**src/rtl/muldiv_seq_ctrl_pkg.sv**
```systemverilog
// Shared types and constants for the mul/div sequencer.
// Op kinds, FSM states, stall and unit handshake levels.
package muldiv_seq_ctrl_pkg;

  typedef enum logic [1:0] {
    OP_MULT  = 2'b00,
    OP_MULTU = 2'b01,
    OP_DIV   = 2'b10,
    OP_DIVU  = 2'b11
  } op_kind_e;

  typedef enum logic [1:0] {
    S_IDLE     = 2'b00,
    S_MUL_BUSY = 2'b01,
    S_DIV_BUSY = 2'b10,
    S_DONE     = 2'b11
  } state_e;

  localparam logic STOP       = 1'b1;
  localparam logic NO_STOP    = 1'b0;
  localparam logic UNIT_START = 1'b1;
  localparam logic UNIT_STOP  = 1'b0;
  localparam logic UNIT_READY = 1'b1;

  function automatic logic is_div(input op_kind_e k);
    return (k == OP_DIV) || (k == OP_DIVU);
  endfunction

endpackage

```
**src/rtl/muldiv_watchdog.sv**
```systemverilog
// Busy-cycle counter with a MAX_CYCLES compare.
// Ports: clr_i restarts, cnt_en_i counts, arm_i gates fire_o.
module muldiv_watchdog #(
  parameter int MAX_CYCLES = 40,
  parameter int CNT_W      = 6
) (
  input  logic clk,
  input  logic rst,
  input  logic clr_i,
  input  logic cnt_en_i,
  input  logic arm_i,
  output logic fire_o
);

  logic [CNT_W-1:0] cnt_q;
  logic [CNT_W-1:0] cnt_d;

  always_comb begin
    cnt_d = cnt_q;
    if (clr_i) begin
      cnt_d = '0;
    end else if (cnt_en_i) begin
      cnt_d = cnt_q + CNT_W'(1);
    end
  end

  always_ff @(posedge clk) begin
    if (rst) begin
      cnt_q <= '0;
    end else begin
      cnt_q <= cnt_d;
    end
  end

  assign fire_o = cnt_en_i & arm_i &
                  (cnt_q == CNT_W'(MAX_CYCLES));

endmodule

```
**src/rtl/muldiv_seq_ctrl.sv**
```systemverilog
// Sequencer between EX and the iterative mul/div units.
// Ports: EX request/stall/result, mul_* and div_* unit handshakes.
module muldiv_seq_ctrl
  import muldiv_seq_ctrl_pkg::*;
#(
  parameter int MAX_CYCLES = 40,
  parameter int CNT_W      = 6
) (
  input  logic        clk,
  input  logic        rst,
  input  logic        op_valid,
  input  logic [1:0]  op_kind,
  input  logic [31:0] op_src1,
  input  logic [31:0] op_src2,
  input  logic        ex_advance,
  input  logic        flush,
  output logic        stallreq,
  output logic        result_valid,
  output logic [31:0] hi_out,
  output logic [31:0] lo_out,
  output logic        timeout_err,
  output logic        mul_start,
  output logic        mul_signed,
  output logic        mul_annul,
  output logic [31:0] mul_op1,
  output logic [31:0] mul_op2,
  input  logic        mul_ready,
  input  logic [63:0] mul_result,
  output logic        div_start,
  output logic        div_signed,
  output logic        div_annul,
  output logic [31:0] div_op1,
  output logic [31:0] div_op2,
  input  logic        div_ready,
  input  logic [63:0] div_result
);

  state_e      state_q;
  op_kind_e    kind_q;
  logic [31:0] src1_q;
  logic [31:0] src2_q;
  logic [31:0] hi_q;
  logic [31:0] lo_q;

  logic     mul_busy;
  logic     div_busy;
  logic     busy;
  logic     rdy_sel;
  logic     accept;
  logic     wd_fire;
  op_kind_e kind_in;

  assign kind_in  = op_kind_e'(op_kind);
  assign mul_busy = (state_q == S_MUL_BUSY);
  assign div_busy = (state_q == S_DIV_BUSY);
  assign busy     = mul_busy | div_busy;
  assign rdy_sel  = (mul_busy & (mul_ready == UNIT_READY)) |
                    (div_busy & (div_ready == UNIT_READY));
  assign accept   = (state_q == S_IDLE) & op_valid & ~flush;

  // Ready wins over the watchdog; flush wins over both.
  muldiv_watchdog #(
    .MAX_CYCLES(MAX_CYCLES),
    .CNT_W     (CNT_W)
  ) u_wd (
    .clk     (clk),
    .rst     (rst),
    .clr_i   (accept),
    .cnt_en_i(busy),
    .arm_i   (~rst & ~flush & ~rdy_sel),
    .fire_o  (wd_fire)
  );

  always_ff @(posedge clk) begin
    if (rst) begin
      state_q <= S_IDLE;
      kind_q  <= OP_MULT;
      src1_q  <= '0;
      src2_q  <= '0;
      hi_q    <= '0;
      lo_q    <= '0;
    end else begin
      unique case (state_q)
        S_IDLE: begin
          if (accept) begin
            src1_q <= op_src1;
            src2_q <= op_src2;
            kind_q <= kind_in;
            if (is_div(kind_in) && (op_src2 == 32'd0)) begin
              hi_q    <= op_src1;
              lo_q    <= 32'hFFFF_FFFF;
              state_q <= S_DONE;
            end else if (is_div(kind_in)) begin
              state_q <= S_DIV_BUSY;
            end else begin
              state_q <= S_MUL_BUSY;
            end
          end
        end
        S_MUL_BUSY, S_DIV_BUSY: begin
          if (flush) begin
            state_q <= S_IDLE;
          end else if (rdy_sel) begin
            {hi_q, lo_q} <= mul_busy ? mul_result
                                     : div_result;
            state_q <= S_DONE;
          end else if (wd_fire) begin
            hi_q    <= '0;
            lo_q    <= '0;
            state_q <= S_DONE;
          end
        end
        S_DONE: begin
          if (flush || ex_advance) begin
            state_q <= S_IDLE;
          end
        end
        default: state_q <= S_IDLE;
      endcase
    end
  end

  assign stallreq = (~rst & ~flush &
                     ((state_q == S_IDLE & op_valid) | busy))
                    ? STOP : NO_STOP;

  assign result_valid = (state_q == S_DONE);
  assign hi_out       = hi_q;
  assign lo_out       = lo_q;
  assign timeout_err  = wd_fire;

  assign mul_start  = mul_busy ? UNIT_START : UNIT_STOP;
  assign mul_signed = mul_busy & (kind_q == OP_MULT);
  assign mul_annul  = mul_busy & ~rst & (flush | wd_fire);
  assign mul_op1    = mul_busy ? src1_q : '0;
  assign mul_op2    = mul_busy ? src2_q : '0;

  assign div_start  = div_busy ? UNIT_START : UNIT_STOP;
  assign div_signed = div_busy & (kind_q == OP_DIV);
  assign div_annul  = div_busy & ~rst & (flush | wd_fire);
  assign div_op1    = div_busy ? src1_q : '0;
  assign div_op2    = div_busy ? src2_q : '0;

endmodule
```
**config.mk**
```make
export PLATFORM = sky130hd
export DESIGN_NAME = muldiv_seq_ctrl
export DESIGN_NICKNAME = d
export VERILOG_FILES = /design/src/rtl/muldiv_seq_ctrl_pkg.sv /design/src/rtl/muldiv_watchdog.sv /design/src/rtl/muldiv_seq_ctrl.sv
export SDC_FILE = /design/constraint.sdc
export NUM_CORES = 1
export LEC_CHECK = 0
export CAP_MARGIN = 40
export CORE_AREA = 2 2 158 160
export DETAILED_ROUTE_END_ITERATION = 16
export DIE_AREA = 0 0 160 162
export HOLD_SLACK_MARGIN = 0.03
export PLACE_DENSITY = 0.73
export SLEW_MARGIN = 20
export SYNTH_ARGS = -nofsm -noshare
export SYNTH_HDL_FRONTEND = slang
export SYNTH_SLANG_ARGS = --single-unit
export TNS_END_PERCENT = 10
```
**constraint.sdc**
```tcl
create_clock -name clk -period 2.7 [get_ports clk]
set_input_delay 0.405 -clock clk [delete_from_list [all_inputs] [get_ports clk]]
set_output_delay 0.405 -clock clk [all_outputs]
set_load 0.01 [all_outputs]
```
# Yosys cells after proc, flatten, opt, wreduce, memory -nomap -nowiden
# Cells that the tools add are included.
[classes] addsub=1 n_eq_ne=13 mux=27 bitwise=22 reduce_logical=12
[ops] operator="$mux 32" n=13
[ops] operator="$pmux 32 s2" n=2
[ops] operator="$mux 64" n=1
[ops] operator="$logic_not 32->1" n=1
[ops] operator="$and 1x1->1" n=15
[ops] operator="$mux 2" n=7
[ops] operator="$eq 2x2->1 const B" n=5
[ops] operator="$add 6x1->6 const B" n=1
[ops] operator="$eq 6x6->1 const B" n=1
[ops] operator="$ne 2x2->1 const B" n=3
[ops] operator="$pmux 2 s3" n=1
[ops] operator="$reduce_and 5->1" n=1
[ops] operator="$logic_not 2->1" n=2
[ops] operator="$ne 4x4->1 const B" n=1
[ops] operator="$or 1x1->1" n=4
[ops] operator="$reduce_or 2->1" n=2
[ops] operator="$mux 1" n=3
[ops] operator="$ne 3x3->1 const B" n=1
[ops] operator="$not 1->1" n=3
[ops] operator="$reduce_and 3->1" n=1
[ops] operator="$eq 2x1->1 const B" n=1
[ops] operator="$logic_or 1x1->1" n=2
[ops] operator="$ne 2x1->1 const B" n=1
[ops] operator="$reduce_and 2->1" n=1
[ops] operator="2 further kinds" n=2
[word_totals] regBits=138 in_bits=201 out_inout_bits=201 elab_cells=82

# Depth between registers and ports, before layout
# Gate-level depths: netlist of run 1.
[logic_depth] depth_word=11 mapped_depth=11 depth_no_buf=7

# Cells and area by module
# Synthesis of run 1 repeated with hierarchy kept, for this count alone.
[hier_totals] cells_unflattened=915 hier_area_um2=7417.1
[modules_own_cells] module="muldiv_seq_ctrl" instances=1 cells_each=882 area_per_inst_um2=7123.1 seq_area_each_um2=2642.5
[modules_own_cells] module="muldiv_watchdog" instances=1 cells_each=33 area_per_inst_um2=294.0 seq_area_each_um2=120.1

# Worst setup path before layout of run 1
# Ideal clock, no wire load.
[synth_timing] kind="register -> output" startpoint="register state_q[1]" endpoint="output div_annul" arrival_time_ns=1.813 required_time_ns=2.295 slack_ns=0.482 stages_incl_launch_ff=9 path_buffers=2 cell_sequence="dfxtp_1 inv_1 ha_1 buf_2 a22o_1 clkbuf_1 nor3_1 o21ba_2 and2_1"
[synth_between] elab_chain_len=9 word_cells_on_any_way=13 classes_between="2 x eq/ne; 11 x bitwise"
[synth_rtl] element="start: declaration" line="muldiv_seq_ctrl.sv:38" rtl="state_e state_q;"
[synth_rtl] element="start signal: assignment" line="muldiv_seq_ctrl.sv:76" rtl="state_q <= S_IDLE;"
[synth_rtl] element="start signal: assignment" line="muldiv_seq_ctrl.sv:92" rtl="state_q <= S_DONE;"
[synth_rtl] element="start signal: assignment" line="muldiv_seq_ctrl.sv:94" rtl="state_q <= S_DIV_BUSY;"
[synth_rtl] element="$eq 2x1->1 or $eq 2x2->1 (tied branches)" line="muldiv_seq_ctrl.sv:54, muldiv_seq_ctrl.sv:55"
[synth_rtl] element="$and 1x1->1, on equally long branches" line="muldiv_seq_ctrl.sv:57, muldiv_seq_ctrl.sv:58"
[synth_rtl] element="$or 1x1->1" line="muldiv_seq_ctrl.sv:57" rtl="assign rdy_sel = (mul_busy & (mul_ready == UNIT_READY)) |"
[synth_rtl] element="$not 1->1" line="muldiv_seq_ctrl.sv:70" rtl=".arm_i (~rst & ~flush & ~rdy_sel),"
[synth_rtl] element="$and 1x1->1" line="muldiv_seq_ctrl.sv:70"
[synth_rtl] element="$and 1x1->1 * (2 in a row)" line="muldiv_watchdog.sv:35" rtl="assign fire_o = cnt_en_i & arm_i &"
[synth_rtl] element="named net timeout_err" line="muldiv_seq_ctrl.sv:21" rtl="output logic timeout_err,"
[synth_rtl] element="$or 1x1->1 *" line="muldiv_seq_ctrl.sv:140" rtl="assign div_annul = div_busy & ~rst & (flush | wd_fire);"
[synth_rtl] element="$and 1x1->1 *" line="muldiv_seq_ctrl.sv:140"
[synth_rtl] element="end: declaration" line="muldiv_seq_ctrl.sv:31" rtl="output logic div_annul,"
# The timed path passes the listed nets; every way through them passes the cells marked *.

# Final worst setup path of run 1
[layout_timing] startpoint="register state_q[0]" endpoint="output div_op2[21]"
[layout_between] elab_chain_len=2
[layout_rtl] element="$eq 2x2->1" line="muldiv_seq_ctrl.sv:55" rtl="assign div_busy = (state_q == S_DIV_BUSY);"
[layout_rtl] element="$mux 32" line="muldiv_seq_ctrl.sv:142" rtl="assign div_op2 = div_busy ? src2_q : '0;"
[layout_rtl] element="end: declaration" line="muldiv_seq_ctrl.sv:33" rtl="output logic [31:0] div_op2,"
# Every way passes these cells.

==> results of run 1 <==
## worst paths after layout
check / endpoint / cells past startpoint / from / slack [ns]
max: div_op2[21] / 5 / state_q[0] / 0.08
min: src1_q[31] / 2 / src1_q[31] / 0.46
max reg2reg: hi_out[2] / 7 / state_q[0] / 0.50
min reg2reg: src1_q[31] / 2 / src1_q[31] / 0.46
## registers in the layout, indices dropped and copies added (netlist names)
register / flops
hi_out: 32
kind_q: 2
lo_out: 32
src1_q: 32
src2_q: 32
state_q: 2
u_wd.cnt_q: 6
## cells in the final DEF (no fill, tap or decap), drive strengths merged, types with 8 or more instances in the layout
cell type / count
a211oi: 64
a21oi: 196
and2: 131
buf: 30
clkbuf: 17
clkdlybuf4s50: 396
dfxtp: 138
mux2: 32
mux2i: 33
nand2: 136
nor2: 11
nor3: 33
nor4: 8
## routing by layer
layer	up-vias	GRT usage [%]	wire (um)
li1	3870	-	-
met1	3607	26.90	11980
met2	349	37.27	14110
met3	48	5.848	2152
met4	2	7.453	724
met5	-	0	13
## kinds of logic (layout without fill, tap and decap cells)
group | count (synthesis) | count (layout) | share of synthesized area [%]
compound gates | 271 | 271 | 24.45
xor+xnor | 5 | 5 | 0.5815
fa+ha+maj | 6 | 6 | 0.9967
buf+inv | 96 | 463 | 5.731
flops | 138 | 138 | 36.68
mux | 65 | 65 | 9.170
simple gates | 333 | 333 | 22.39
## timing repair
action / in CTS / in global routing
gates resized for setup: 9 / 6
cloned: 1 / 0
setup buffers: 0 / 0
hold endpoints to repair: 0 / 0
endpoints found under the setup margin: 133 / 9
pin swaps: 1 / 0
## cell type report
| class | count | area (um2) | area share (%) |
|---|---|---|---|
| multi-input combinational | 680 | 4407 | 35.01 |
| timing repair buffer | 429 | 4365 | 34.68 |
| sequential | 138 | 2765 | 21.97 |
| clock buffer | 17 | 425.4 | 3.379 |
| tap | 324 | 405.4 | 3.220 |
| clock inverter | 12 | 200.2 | 1.590 |
| inverter | 5 | 20.02 | 0.1590 |
## worst reg2reg max path: cells and delay by family, from the launching register on
| kind | cells | cell delay, ns |
|---|---|---|
| AO/OA/AOI/OAI | 2 | 0.39 |
| adder cells (fa/ha/maj) | 1 | 0.33 |
| flip-flops | 1 | 0.37 |
| AND/OR/NAND/NOR | 1 | 0.16 |
| buffers and inverters | 3 | 0.84 |
## power by group through the flow
stage               combinational [uW]  sequential (uW)  clock (uW)
finish                            3630             2540        2540
detailed placement                3550             2570           0
floorplan                         2030             2600           0
global placement                  3510             2560           0
CTS                               3650             2540        2590
global route                      3940             2570        2700
## metrics by stage
step,instances,worst slack (ns),util [%],total power [uW]
after floorplan,914,0.4817,-,4623
after global placement,1574,-0.1019,49.22,6073
after detailed placement,1574,-0.1421,49.22,6124
after CTS,1604,0.02312,52.08,8775
after global routing,1605,0.002609,52.22,9217
final,1605,0.07982,52.22,8711
==> reports/metrics.csv, run 1 <==
stage,metric,value,unit
pwr,p_comb_share,41.7,%
pwr,p_clk_share,29.2,%
worst_setup_path,start_kind,flip-flop,
worst_setup_path,crit_fanout,68,
die,start_util,31.25,%
worst_setup_path,crit_chain,inv_1 -> ha_2 -> buf_8 -> and2_1 -> clkdlybuf4s50_1,
drt,drc_errors,0,
timing,hold_ws,0.4614,ns
timing,fmax,0.3817,GHz
worst_setup_path,critPathBufInv,3,
synthesis,synth_edf_count,0,
drt,num_vias,7876,
worst_setup_path,end_kind,output pin,
layout,drive_gt1_share,12.96,%
synthesis,synth_area,0.007532,mm2
timing,drv_slew,0,
global_route,grt-ovfl-total,0,
pwr,power.density,692.0,mW/mm2
layout,diodes,0,
timing,worst_pin_slew,0.7837,ns
clock_tree,clk_latency,0.42,ns
drt,ant_nets,0,
synthesis,ys_ff_latch,138,
pwr,seq_power_share,29.1,%
clock_tree,cts_sinks,138,
drt,viasPerCell,4.907,
status,status,"complete, no violations",
worst_setup_path,crit_arrival,2.22,ns
timing,rsz0062_at_grt,false,
global_route,grt.total_usage,21.91,%
timing,fin_crit_sh,97.04,%
clock_tree,htreeDepth,4,
synthesis,synth.top_cells.by_area,"dfxtp_1 (37%), a21oi_1 (13%), and2_1 (11%), a211oi_2 (10%), nand2_1 (6.8%)",
pwr,leakagePower,0.004318,uW
timing,final_hold_viol_count,0,
worst_setup_path,cpPeakStageDelay,0.56,ns
place,postPlaceCellArea,0.01186,mm2
worst_setup_path,cp.required,2.30,ns
die,rows,57,
worst_setup_path,crit_path_top_delay_cell,clkdlybuf4s50_1,
die,fp.dieH,162,um
worst_setup_path,critPathTopFamily,buffers and inverters,
layout,fin_area,0.01259,mm2
drt,first_pass_iters,5,
die,core-area,0.02411,mm2
worst_setup_path,worstSetupPathType,flip-flop to output pin,
synthesis,yosysTopAreaCell,dfxtp_1,
clock_tree,ctsHoldBuffers,0,
synthesis,yosysTopAreaCellShare,36.68,%
place,io_buffers,401,
synthesis,seq_area_frac_synth,36.68,%
drt,drtIter0Drc,348,
layout,synthToLayoutAreaGrowth,67.13,%
run,maxCapViolations,0,
synthesis,async_flop_share,0,%
synthesis,syn-instance-count,914,
timing,setup_tns,0,ns
synthesis,synthTopCellsByCount,"a21oi_1 (196), dfxtp_1 (138), nand2_1 (136)",
global_route,antenna_found_initial,1,
synthesis,syn_nets,1121,
place,dpl.hpwl,20960,um
die,die_w,160,um
timing,period_needed,2.620,ns
synthesis,synth_area_per_cell,8.241,um2
global_route,grt_pass1_wl,44550,um
die,dieArea,0.02592,mm2
timing,setup_violations,0,
pwr,p_int,5552,uW
synthesis,ys.flop_type,dfxtp_1,
die,io_pins,402,
clock_tree,cts_tree,built,
clock_tree,numCtsBuffers,17,
drt,drt-total-wl,28990,um
drt,wl_per_cell,18.06,um
layout,finalNetCount,1478,
synthesis,yosys_warnings,0,
pwr,swShare,36.27,%
layout,fillerInstances,2282,
global_route,grt_pass1_vias,7836,
clock_tree,clk_pin_slew_worst_paths,0.06,ns
timing,slew_headroom,47.75,%
synthesis,synth_cell_types,35,
synthesis,post-synth-top-count-cell,a21oi_1,
clock_tree,clockRootBuffer,clkbuf_16,
pwr,switching_power,3159,uW
clock_tree,clk_path_buf_depth,2,
global_route,grt_max_degree,75,
pwr,irDropWorstVdd,0.0004071,V
min_path,hold_path_class,flip-flop to flip-flop,
place,place.gp.congestion,0.8300,
timing,finClkSkew,0.009784,ns
Note: power is estimated with default switching activity, not from simulation.
==> run 2: changes to the inputs <==
--- a/config.mk
+++ b/config.mk
@@ -5,13 +5,13 @@
 export SDC_FILE = /design/constraint.sdc
 export NUM_CORES = 1
 export LEC_CHECK = 0
+export ABC_CLOCK_PERIOD_IN_PS = 2700
 export CAP_MARGIN = 40
 export CORE_AREA = 2 2 158 160
 export DETAILED_ROUTE_END_ITERATION = 16
 export DIE_AREA = 0 0 160 162
 export HOLD_SLACK_MARGIN = 0.03
 export PLACE_DENSITY = 0.73
-export SLEW_MARGIN = 20
 export SYNTH_ARGS = -nofsm -noshare
 export SYNTH_HDL_FRONTEND = slang
 export SYNTH_SLANG_ARGS = --single-unit
==> run 2 against run 1 <==
Worst setup slack better by 0.0029 ns. First-iteration DRC count down 0.86%. Largest cell class unchanged. Largest power group unchanged. Utilization shrank 0.11 points. Fmax is 0.11% higher. Sequential cell count unchanged. Critical path type unchanged. Power shrank 0.12%. Die area stayed put. Critical endpoint unchanged. Count of clock-buffer cells in the layout unchanged. Cell count about the same.
==> reports/metrics.csv, run 2 (synthesis results as in run 1) <==
stage,metric,value,unit,change
layout,final_common_cell,clkdlybuf4s50_1,,
run,maxCapViolations,0,,unchanged
timing,period_needed,2.617,ns,-0.002865 ns
timing,rsz0062_at_grt,false,,
timing,final_hold_viol_count,0,,unchanged
pwr,p_int,5548,uW,about the same
worst_setup_path,crit_arrival,2.21,ns,about the same
clock_tree,cts_sinks,138,,unchanged
pwr,leakagePower,0.004306,uW,-0.29%
drt,ant_nets,0,,unchanged
drt,num_vias,7823,,-0.67%
worst_setup_path,worstSetupPathType,flip-flop to output pin,,
die,start_util,31.25,%,unchanged
die,dieArea,0.02592,mm2,unchanged
worst_setup_path,crit_fanout,68,,unchanged
layout,fillerInstances,2283,,+0.044%
timing,finClkSkew,0.009767,ns,-0.00001782 ns
layout,most-common-layout-cells,"clkdlybuf4s50_1 (396), a21oi_1 (196), nand2_1 (136), dfxtp_1 (136), and2_1 (130)",,
min_path,hp-start,src1_q[31],,
clock_tree,post_cts_buffers,0,,unchanged
global_route,grt-ovfl-total,0,,unchanged
timing,drv_slew,0,,unchanged
pwr,p_clk_share,29.2,%,about the same
timing,worst_slack,0.08268,ns,+0.002865 ns
worst_setup_path,reg2regPathDepth,7,,unchanged
worst_setup_path,regToRegStartpoint,state_q[0],,
layout,synthToLayoutAreaGrowth,66.76,%,
clock_tree,cts_tree,built,,
pwr,p_total,8700,uW,-0.12%
layout,finalNetCount,1477,,-0.068%
drt,viasPerCell,4.877,,-0.61%
global_route,grt_pass1_wl,44550,um,unchanged
global_route,grt_pass1_vias,7836,,unchanged
layout,multi_input_area,0.004407,mm2,unchanged
drt,drt-total-wl,28790,um,-0.69%
clock_tree,numCtsBuffers,17,,unchanged
layout,drive_gt1_share,12.89,%,-0.068 points
pwr,swShare,36.23,%,about the same
pwr,switching_power,3152,uW,-0.22%
pwr,irDropWorstVdd,0.0004066,V,-0.12%
place,place_ws,-0.1421,ns,unchanged
worst_setup_path,crit_chain,inv_1 -> ha_2 -> buf_8 -> and2_1 -> clkdlybuf4s50_1,,
global_route,antenna_found_initial,1,,unchanged
pwr,power.density,692.6,mW/mm2,about the same
layout,final-seq-area,0.002765,mm2,unchanged
die,fp.dieH,162,um,unchanged
drt,wl_per_cell,17.95,um,-0.62%
timing,fmax,0.3821,GHz,+0.11%
die,core-area,0.02411,mm2,unchanged
min_path,hold_end,src1_q[31],,
min_path,min_path_cells,2,,unchanged
drt,first_pass_iters,5,,unchanged
worst_setup_path,rrSetupSlack,0.48,ns,-0.02 ns
min_path,hold_path_class,flip-flop to flip-flop,,
die,die_w,160,um,unchanged
timing,worst_pin_slew,0.8517,ns,+0.06799 ns
drt,drc_errors,0,,unchanged
drt,drtIter0Drc,345,,-0.86%
worst_setup_path,end_kind,output pin,,
global_route,grt.total_usage,21.91,%,unchanged
pwr,p_comb_share,41.6,%,about the same
clock_tree,clk_pin_slew_worst_paths,0.06,ns,about the same
clock_tree,htreeDepth,4,,unchanged
place,dpl.hpwl,20960,um,unchanged
timing,slew_headroom,43.22,%,-4.5 points
die,rows,57,,unchanged
worst_setup_path,start_kind,flip-flop,,
worst_setup_path,cp.required,2.30,ns,about the same
worst_setup_path,cpPeakStageDelay,0.56,ns,about the same
worst_setup_path,reg2reg_to,hi_out[2],,
timing,setup_violations,0,,unchanged
status,status,"complete, no violations",,
layout,diodes,0,,unchanged
clock_tree,clk_path_buf_depth,2,,unchanged
worst_setup_path,crit_path_top_delay_cell,clkdlybuf4s50_1,,
timing,fin_crit_sh,96.94,%,-0.11 points
global_route,grt_max_degree,75,,unchanged
place,io_buffers,401,,unchanged
place,place.gp.congestion,0.8300,,unchanged
clock_tree,clockRootBuffer,clkbuf_16,,
clock_tree,clk_latency,0.42,ns,about the same
pwr,seq_power_share,29.1,%,about the same
die,io_pins,402,,unchanged
[run 2: critical path, delay by kind of cell, from the launching register on]
kind | cells | cell delay, ns
adder cells (fa/ha/maj) | 1 | 0.22
AND/OR/NAND/NOR | 1 | 0.25
flip-flops | 1 | 0.34
buffers and inverters | 3 | 0.96
[run 2: what timing repair did]
action                                  in CTS  in global routing
endpoints found under the setup margin     133                  9
resized for setup                            9                  6
cloned                                       1                  0
hold buffers                                 0                  0
pin swaps                                    1                  0
[run 2: power by group through the flow]
stage               clock network (uW)  logic, uW  registers [uW]
global route                      2700       3930            2570
detailed placement                   0       3550            2570
finish                            2540       3620            2540
floorplan                            0       2030            2600
global placement                     0       3510            2560
CTS                               2590       3650            2540
[run 2: area by class of cell]
cell class	count	share of cell area, %
Multi-Input combinational cell	680	35.08
Timing Repair Buffer	428	34.54
Sequential cell	138	22.01
Clock buffer	17	3.387
Tap cell	324	3.227
Clock inverter	12	1.594
Inverter	5	0.1594
[run 2: worst max-delay path by stage]
stage,from,endpoint,slack [ns]
CTS,state_q[1],mul_start,0.02
global route,state_q[0],div_op2[21],0.003
floorplan,state_q[1],div_annul,0.48
global placement,flush,mul_annul,-0.10
finish,state_q[0],div_op2[21],0.08
detailed placement,flush,mul_annul,-0.14
[run 2: metrics by stage]
step / setup TNS [ns] / hold slack [ns] / cells / utilization [%] / instance area [um2]
2_1_floorplan: 0 / 0.4401 / 914 / - / 7532
3_3_place_gp: -0.1969 / 0.4489 / 1574 / 49.22 / 11860
3_5_place_dp: -0.2758 / 0.4538 / 1574 / 49.22 / 11860
4_1_cts: 0 / 0.4627 / 1604 / 52.08 / 12550
5_1_grt: 0 / 0.4795 / 1604 / 52.11 / 12560
6_report: 0 / 0.4610 / 1604 / 52.11 / 12560
[run 2: layer usage]
metal  vias up  GRT usage (%)  share of wire, %  wire [um]
li1       3872              -                 -          -
met1      3554          26.90                42      12040
met2       348          37.27                48      13850
met3        47          5.848               7.5       2161
met4         2          7.453               2.5        721
met5         -              0             0.045         13
